`config.mk`:
```
export PLATFORM = sky130hd
export DESIGN_NAME = adder_bist_ctrl
export DESIGN_NICKNAME = d
export VERILOG_FILES = /design/src/rtl/adder_bist_pkg.sv /design/src/rtl/adder_bist_misr.sv /design/src/rtl/adder_bist_ctrl.sv
export SDC_FILE = /design/constraint.sdc
export NUM_CORES = 1
export LEC_CHECK = 0
export BUFFER_PORTS_ARGS = -buffer_cell sky130_fd_sc_hd__buf_4
export CAP_MARGIN = 10
export CORE_ASPECT_RATIO = 0.7
export CORE_UTILIZATION = 50
export CTS_CLUSTER_SIZE = 25
export DETAILED_ROUTE_END_ITERATION = 16
export GPL_TIMING_DRIVEN = 0
export PLACE_DENSITY_LB_ADDON = 0.3
export SYNTH_ARGS = -nofsm -noshare
export SYNTH_HDL_FRONTEND = slang
export SYNTH_HIERARCHICAL = 1
export SYNTH_SLANG_ARGS = --single-unit
```
`constraint.sdc`:
```
create_clock -name clk -period 2.2 [get_ports clk]
set_input_delay 0.11 -clock clk [delete_from_list [all_inputs] [get_ports clk]]
set_output_delay 0.11 -clock clk [all_outputs]
set_load 0.01 [all_outputs]
```
`src/rtl/adder_bist_pkg.sv`:
```
// Shared definitions for the adder BIST controller.
// Holds the sequencer state encoding, MISR/response widths, the MISR
// feedback polynomial and the single-step MISR fold used by both the
// signature register and the pass-flag look-ahead.
package adder_bist_pkg;

  localparam int              SIG_W     = 8;
  localparam int              RESP_W    = 6;
  localparam logic [SIG_W-1:0] MISR_POLY = 8'h1D;

  typedef enum logic [2:0] {
    IDLE  = 3'd0,
    SETUP = 3'd1,
    RUN   = 3'd2,
    FLUSH = 3'd3,
    DONE  = 3'd4
  } state_t;

  // One MISR step: shift left, apply the polynomial only when the bit
  // leaving the top was set, then XOR in the 7-bit response word.
  function automatic logic [SIG_W-1:0] misr_step(input logic [SIG_W-1:0] sig,
                                                 input logic [RESP_W:0]  din);
    logic [SIG_W-1:0] fb;
    fb = sig[SIG_W-1] ? MISR_POLY : '0;
    return ({sig[SIG_W-2:0], 1'b0} ^ fb) ^ {1'b0, din};
  endfunction

endpackage

```
`src/rtl/adder_bist_misr.sv`:
```
// 8-bit multiple-input signature register.
// Ports:
//   clk, rst_n : clock, async active-low reset
//   clr        : synchronous clear to zero (wins over en)
//   en         : fold din into the signature this cycle
//   din[6:0]   : {carry-out, 6-bit compacted response}
//   sig[7:0]   : current signature
module adder_bist_misr
  import adder_bist_pkg::*;
(
  input  logic             clk,
  input  logic             rst_n,
  input  logic             clr,
  input  logic             en,
  input  logic [RESP_W:0]  din,
  output logic [SIG_W-1:0] sig
);

  always_ff @(posedge clk or negedge rst_n) begin
    if (!rst_n) begin
      sig <= '0;
    end else if (clr) begin
      sig <= '0;
    end else if (en) begin
      sig <= misr_step(sig, din);
    end
  end

endmodule

```
`src/rtl/adder_bist_ctrl.sv`:
```
// BIST sequencer for the DFT-wrapped ripple adder.
// On start it puts the wrapper in test mode, drives a 2-bit repeating
// broadcast pattern for PAT_CNT cycles, captures the compacted response
// one cycle later and folds it into an 8-bit MISR, then pulses done and
// reports pass = (signature == SIG_EXP).
// Ports:
//   clk, rst_n          : clock, async active-low reset
//   start, abort        : session request / cancel
//   resp[5:0], resp_co  : wrapper test-mode response and carry-out
//   test_sel            : wrapper test-mode select
//   test_a, test_b      : wrapper a/b bit-0 broadcast stimulus
//   busy, done, pass    : session status
//   signature[7:0]      : current MISR value
//
// state | meaning
// IDLE  | waiting for start
// SETUP | test mode on, clear MISR, counter and pass
// RUN   | drive pattern k, capture response; PAT_CNT cycles
// FLUSH | fold the last captured response, stimulus held
// DONE  | done pulse, pass flag valid, test mode off
module adder_bist_ctrl
  import adder_bist_pkg::*;
#(
  parameter int               N       = 16,
  parameter int               PAT_CNT = 16,
  parameter logic [SIG_W-1:0] SIG_EXP = 8'h00
) (
  input  logic              clk,
  input  logic              rst_n,
  input  logic              start,
  input  logic              abort,
  input  logic [RESP_W-1:0] resp,
  input  logic              resp_co,
  output logic              test_sel,
  output logic              test_a,
  output logic              test_b,
  output logic              busy,
  output logic              done,
  output logic              pass,
  output logic [SIG_W-1:0]  signature
);

  localparam int            CW   = $clog2(PAT_CNT + 1);
  localparam logic [CW-1:0] LAST = CW'(PAT_CNT - 1);

  if (N < 1) begin : g_chk_n
    $error("adder_bist_ctrl: N must be at least 1");
  end
  if (PAT_CNT < 1 || PAT_CNT > 65535) begin : g_chk_pat
    $error("adder_bist_ctrl: PAT_CNT must be in 1..65535");
  end

  state_t            state, state_nxt;
  logic [CW-1:0]     cnt;
  logic              last;
  logic [RESP_W-1:0] resp_q;
  logic              co_q;
  logic              cap_vld;
  logic              kill;
  logic              pat_on;
  logic [1:0]        pat;
  logic [SIG_W-1:0]  sig_fold;

  assign last     = (cnt == LAST);
  assign kill     = abort && busy;
  assign pat      = 2'(cnt);
  assign sig_fold = misr_step(signature, {co_q, resp_q});

  // State register
  always_ff @(posedge clk or negedge rst_n) begin
    if (!rst_n) state <= IDLE;
    else        state <= state_nxt;
  end

  // Next-state logic
  always_comb begin
    state_nxt = state;
    case (state)
      IDLE:    if (start) state_nxt = SETUP;
      SETUP:   state_nxt = abort ? IDLE : RUN;
      RUN:     if (abort)     state_nxt = IDLE;
               else if (last) state_nxt = FLUSH;
      FLUSH:   state_nxt = abort ? IDLE : DONE;
      DONE:    state_nxt = IDLE;
      default: state_nxt = IDLE;
    endcase
  end

  // Output decode
  always_comb begin
    busy     = 1'b0;
    done     = 1'b0;
    pat_on   = 1'b0;
    case (state)
      SETUP:   busy = 1'b1;
      RUN:     begin busy = 1'b1; pat_on = 1'b1; end
      FLUSH:   begin busy = 1'b1; pat_on = 1'b1; end
      DONE:    done = 1'b1;
      default: ;
    endcase
    test_sel = busy;
    test_a   = pat_on & pat[1];
    test_b   = pat_on & pat[0];
  end

  // Pattern counter; it stops on the last pattern so FLUSH keeps driving it.
  always_ff @(posedge clk or negedge rst_n) begin
    if (!rst_n) begin
      cnt <= '0;
    end else if (state == SETUP) begin
      cnt <= '0;
    end else if (state == RUN && !last) begin
      cnt <= cnt + CW'(1);
    end
  end

  // Response capture: the adder settles during the RUN cycle and is
  // sampled at its closing edge; the fold happens one cycle later.
  always_ff @(posedge clk or negedge rst_n) begin
    if (!rst_n) begin
      resp_q  <= '0;
      co_q    <= 1'b0;
      cap_vld <= 1'b0;
    end else begin
      cap_vld <= (state == RUN) && !abort;
      if (state == RUN) begin
        resp_q <= resp;
        co_q   <= resp_co;
      end
    end
  end

  // Pass is evaluated on the folded value entering DONE so that it is
  // already valid in the done cycle.
  always_ff @(posedge clk or negedge rst_n) begin
    if (!rst_n) begin
      pass <= 1'b0;
    end else if ((state == IDLE && start) || kill) begin
      pass <= 1'b0;
    end else if (state == FLUSH) begin
      pass <= (sig_fold == SIG_EXP);
    end
  end

  adder_bist_misr u_misr (
    .clk   (clk),
    .rst_n (rst_n),
    .clr   (state == SETUP),
    .en    (cap_vld && !kill),
    .din   ({co_q, resp_q}),
    .sig   (signature)
  );

endmodule
```
=== Word level (Yosys, flattened, before mapping) ===
Index checks and enable logic that the tools add are counted.

* Register bits: 25
* Bits of input ports: 11
* Output and inout bits: 14
* Word-level logic and storage cells: 52

* $add $sub $neg: 1
* Eq/ne operators: 7
* Mux-type cells: 16
* Bitwise gates (word level): 4
* Reductions and logical operators: 17

{| class="wikitable"
|+ Operators by type and width
! cell !! count
|-
| $mux W8 || 2
|-
| $mux W5 || 3
|-
| $mux W3 || 4
|-
| $pmux W3 S4 || 1
|-
| $logic_not A8 Y1 || 1
|-
| $xor A8 B7 Y8 || 1
|-
| $xor A8 B8 Y8 || 1
|-
| $eq A3 B2 Y1 const B || 2
|-
| $reduce_bool A2 Y1 || 3
|-
| $add A5 B1 Y5 const B || 1
|-
| $eq A5 B4 Y1 const B || 1
|-
| $logic_and A1 B1 Y1 || 5
|-
| $mux W1 || 5
|-
| $eq A3 B1 Y1 const B || 1
|-
| $eq A3 B3 Y1 const B || 1
|-
| $logic_not A1 Y1 || 3
|-
| $logic_not A3 Y1 || 1
|-
| $ne A3 B3 Y1 const B || 1
|-
| $reduce_or A3 Y1 || 1
|-
| $and A1 B1 Y1 || 2
|-
| $mux W2 || 1
|-
| $ne A2 B2 Y1 const B || 1
|-
| $reduce_and A2 Y1 || 1
|-
| $reduce_or A2 Y1 || 1
|-
| $logic_or A1 B1 Y1 || 1
|}

=== Longest topological paths before layout ===
* Depth in word-level cells: 8
* Depth in mapped cells: 7
* Mapped depth without buffers: 7

=== By module ===
The synthesis kept the hierarchy.

{| class="wikitable"
|+ Modules (own cells, without submodules)
! module !! times used !! cells each !! area each (µm²) !! sequential area each (µm²)
|-
| adder_bist_ctrl || 1 || 80 || 899.6 || 425.4
|-
| adder_bist_misr || 1 || 37 || 414.1 || 200.2
|}

=== Least setup slack after synthesis ===
OpenSTA, ideal clock, no wires.

* Path kind: register to register
* From: reg cnt[0]
* To: reg cnt[3]
* Library setup time: 0.139 ns
* Arrival: 1.679 ns
* Data required time: 2.061 ns
* Setup slack: 0.381 ns
* Stages on the path, launching flop included: 8
* Buffers on the path: 0
* Period minus slack after synthesis: 1.819 ns
* Path through: dfrtp_1 ha_1 and3_1 ha_1 nor4b_4 nand4_1 xor2_1 nor2_2

* Cells in the longest elaborated chain, start to end: 4
* Elaborated cells on any way between the ends: 7
* Classes of those cells: add/sub: 1; eq/ne: 1; mux: 2; reduce/logical: 3

{| class="wikitable"
|+ RTL lines
! what !! line !! text
|-
| start, declared || adder_bist_ctrl.sv:54 || <nowiki>logic [CW-1:0] cnt;</nowiki>
|-
| start signal, assigned || adder_bist_ctrl.sv:113 || <nowiki>cnt <= cnt + CW'(1);</nowiki>
|-
| branches (longest 4 deep; another with $add A5 B1 Y5) || - ||
|}

Several ways; the timed one is not identified. The select of a mux whose other input is x is not followed.
A chain may end at the register's enable or synchronous reset.

=== Final worst setup path ===
* From: reg state[1]
* To: reg u_misr.sig[4]

* Cells in the longest elaborated chain, start to end: 7
* Elaborated cells on any way between the ends: 10
* Classes of those cells: eq/ne: 3; mux: 2; reduce/logical: 5

{| class="wikitable"
|+ RTL lines
! what !! line !! text
|-
| start, declared || adder_bist_ctrl.sv:53 || <nowiki>state_t state, state_nxt;</nowiki>
|-
| start signal, assigned || adder_bist_ctrl.sv:72 || <nowiki>else state <= state_nxt;</nowiki>
|-
| $eq A3 B2 Y1 / $eq A3 B1 Y1 (equally long branches) || adder_bist_ctrl.sv:94, adder_bist_ctrl.sv:148 ||
|-
| $reduce_or A3 Y1 (no line) || - ||
|-
| $mux W1 || adder_bist_ctrl.sv:94 || <nowiki>case (state)</nowiki>
|-
| $logic_and A1 B1 Y1 || adder_bist_ctrl.sv:65 || <nowiki>assign kill = abort && busy;</nowiki>
|-
| $logic_not A1 Y1 || adder_bist_ctrl.sv:149 || <nowiki>.en (cap_vld && !kill),</nowiki>
|-
| $logic_and A1 B1 Y1 || adder_bist_ctrl.sv:149 ||
|-
| $reduce_bool A2 Y1 (no line) || - ||
|-
| end signal, assigned || adder_bist_misr.sv:25 || <nowiki>sig <= misr_step(sig, din);</nowiki>
|-
| end, declared || adder_bist_misr.sv:16 || <nowiki>output logic [SIG_W-1:0] sig</nowiki>
|}

Several ways; a longest one is shown, not always the timed one.

==> metrics.md <==
| Metric | Value |
|---|---|
| FF/Latch Area | `between 600 and 700 sq um` |
| TritonCTS clock tree | `yes` |
| Layout Nets | `160` |
| Final setup margin | `0.155 ns` |
| Reg power frac | `0.425` |
| Initial antenna violation count | `0` |
| VDD IR max | `768 uV` |
| Setup crit end kind | `register` |
| Root buf cell | `clkbuf_8` |
| Vias per inst | `5.32` |
| Core area | `roughly 2500 sq um` |
| PwrDens | `1190 nW/um^2` |
| Setup Viol. Count Final | `0` |
| Status | `completed` |
| Initial Util | `0.530` |
| Overall die area | `between 2000 and 3000 sq um` |
| Crit Path Category | `reg2reg` |
| Critical path arrival | `around 2.2 ns` |
| Leading area contributor after synthesis | `dfrtp_1` |
| Worst-skew pair later-pin latency | `between 0.2 and 0.3 ns` |
| Combinational share of power | `0.435` |
| CTS buffer count | `3` |
| Leak | `between 0.7 and 0.8 nW` |
| Tcrit/Tclk final | `0.929` |
| Bufs and invs on worst path | `2` |
| Post-synth top area share | `0.476` |
| FFs w/ async S/R, synth | `1.00` |
| Slew @ Worst Pin | `0.750 ns` |
| DRC Markers | `0` |
| Post-route design area | `1590 sq um` |
| Worst EP required | `2.35 ns` |
| Max-cap violations | `0` |
| Total wire length | `2570 um` |
| Mapped cell area | `1310 sq um` |
| Startpoint types | `register` |
| CTS H-tree depth | `1` |
| Worst-case clock buffer depth | `2` |
| Synth top area cells | `dfrtp_1 48%, mux2_2 6.0%, xnor2_1 6.0%` |
| Post-CTS sizing | `0` |
| Die X | `around 63 um` |
| DP Area | `1540 sq um` |
| Routed vias | `957` |
| Top cells by count, synth | `25 x dfrtp_1, 14 x nor2_1, 9 x xnor2_1` |
| Most common cell on crit path | `nor2_1` |
| Antenna Nets Post-Route | `0` |
| Seq cells post-synth | `25` |
| Crit-path cells | `buf_4 -> nor2_1 -> nor2_1 -> a21boi_0 -> buf_4 -> mux2i_1 -> nor2_1` |
| Total GRT Usage | `0.205` |
| Unique masters post-synth | `33` |
| Area of the multi-input gates | `633 sq um` |
| 1st-pass router iterations | `7` |
| Sw Share | `0.366` |
| Most frequent cell after synthesis | `dfrtp_1` |
| Post-Synthesis Cells | `about 120` |
| WL/cell | `14.3 um` |
| RSZ-0062 raised after global routing | `no` |
| DRT iter0 DRCs | `39` |
| CTS sink cnt | `25` |
| Final GP Congestion | `0.764` |
| Total grt overflow | `0` |
| Rel. slew slack | `0.495` |
| Clock share of power | `0.141` |
| Internal power | `between 0.001 and 0.0015 W` |
| Skew final | `0.00473 ns` |
| Antenna cells | `0` |
| Share of cells above drive strength 1 | `0.295` |
| Largest net degree at the start of global routing | `26` |
| Vias in the first global route | `906` |
| Die Height | `~45 um` |
| Buffers on Ports | `24` |
| Yosys warns | `6` |
| CP Max Fanout | `10` |
| Setup TNS | `0 ns` |
| Family with the most delay on the worst path | `compound AO/OA/AOI/OAI gates` |
| Filler cells | `212` |
| I/O pin cnt | `25` |
| Placed instance count | `roughly 180` |
| Avg Inst Size Synth | `~11 sq um` |
| Synthesis-to-finish area growth | `21.1%` |
| Dpl hpwl | `around 1800 um` |
| Main synth FF type | `dfrtp_1` |
| First-pass GRT wire length | `4240 um` |
| Register area share after synthesis | `0.476` |
| Clock transition at path regs | `0.08 ns` |
| Cell row count | `15` |
| Switching pwr | `0.000695 W` |
| Crit path time final | `2.04 ns` |
| Number of synthesized flops with an enable pin | `0` |
| Final hold slack | `between 0.03 and 0.04 ns` |
| HP Class | `in2reg` |
| Final Hold Fails | `0` |
| Non-filler instance count after layout | `180` |
| CP max stage cell | `a21boi_0` |
| Highest clock rate | `between 0.4 and 0.5 GHz` |
| DP Worst Slack | `0.235 ns` |
| Syn nets | `130` |
| Final Slew Violations | `0` |
| Worst path max stage delay | `a little over 0.6 ns` |
[per-stage QoR]
stage                     total power [W]   util
after global routing              0.00205  0.642
after CTS                         0.00191  0.642
after floorplan                   0.00135      -
after detailed placement          0.00163  0.620
final                             0.00190  0.642
after global placement            0.00159  0.620
[layout by cell type (no fill, tap or decap), types with 2 or more instances in the layout]
| cell | count |
|---|---|
| buf_2 | 2 |
| a211oi_1 | 5 |
| nand2b_1 | 2 |
| dfrtp_1 | 25 |
| xnor2_1 | 9 |
| clkbuf_8 | 3 |
| and2_1 | 3 |
| nor2b_1 | 4 |
| nor2_1 | 14 |
| nor3_1 | 3 |
| xor2_1 | 7 |
| nand2_1 | 4 |
| mux2_2 | 7 |
| mux2i_1 | 4 |
| buf_4 | 28 |
| nand3b_1 | 2 |
| o221ai_1 | 2 |
| nor3b_1 | 2 |
| ha_1 | 2 |
| a21oi_1 | 2 |
[routing by layer]
metal | vias to the layer above | wire length (um) | track usage
li1 | 463 | - | -
met1 | 469 | 1270 | 0.259
met2 | 21 | 1150 | 0.331
met3 | 4 | 125 | 0.0707
met4 | 0 | 29 | 0.0773
met5 | - | 0 | 0
[kinds of logic (layout without fill, tap and decap cells)]
logic type | after synthesis | in the layout | synth area share
compound gates | 14 | 14 | 0.0762
fa+ha+maj | 2 | 2 | 0.0190
xor+xnor | 17 | 17 | 0.125
simple gates | 40 | 40 | 0.171
buf+inv | 8 | 37 | 0.0419
mux | 11 | 11 | 0.0905
flops | 25 | 25 | 0.476
[area by class of cell]
type | count | share of cell area
buffer | 7 | 0.0322
clock buffer | 4 | 0.0283
inverter | 1 | 0.00236
multi-input combinational | 84 | 0.398
sequential | 25 | 0.393
tap | 34 | 0.0267
timing repair buffer | 25 | 0.119
[final timing paths]
check                                     startpoint                        end  slack (ns)  cells past startpoint
worst max-delay path            state[1]$_DFFE_PN0P_  u_misr/sig[4]$_DFFE_PN0P_        0.16                      7
worst min-delay path                           abort       state[1]$_DFFE_PN0P_        0.04                      2
worst max register to register  state[1]$_DFFE_PN0P_  u_misr/sig[4]$_DFFE_PN0P_        0.16                      7
worst min register to register  state[2]$_DFFE_PN0P_       state[1]$_DFFE_PN0P_        0.56                      2
max in group asynchronous                      rst_n         cnt[1]$_DFFE_PN0P_        1.68                      2
min in group asynchronous                      rst_n          cap_vld$_DFF_PN0_        0.28                      2
[worst reg2reg max path, cell delays in order (launching register included)]
cell,delay [ns]
dfrtp_1,0.37
buf_4,0.16
nor2_1,0.14
nor2_1,0.08
a21boi_0,0.61
buf_4,0.30
mux2i_1,0.20
nor2_1,0.07
[power groups by stage]
stage               logic [W]  clock network [W]  registers [W]
floorplan            0.000549                  0       0.000804
global placement     0.000786                  0       0.000803
detailed placement   0.000812                  0       0.000816
CTS                  0.000827           0.000276       0.000807
global route         0.000913           0.000298       0.000836
finish               0.000826           0.000267       0.000806
[registers in the layout, summed over array words and instances, names as in the netlist]
register and count:
u_misr/sig 8, resp_q 6, cap_vld 1, cnt 5
co_q 1, state 3, pass 1
[repair_timing]
| action | in CTS | in global routing |
|---|---|---|
| setup buffers | 0 | 0 |
| endpoints found under the hold margin | 25 | 0 |
| hold buffers | 1 | 0 |
Note: power is estimated with default switching activity, not from simulation.
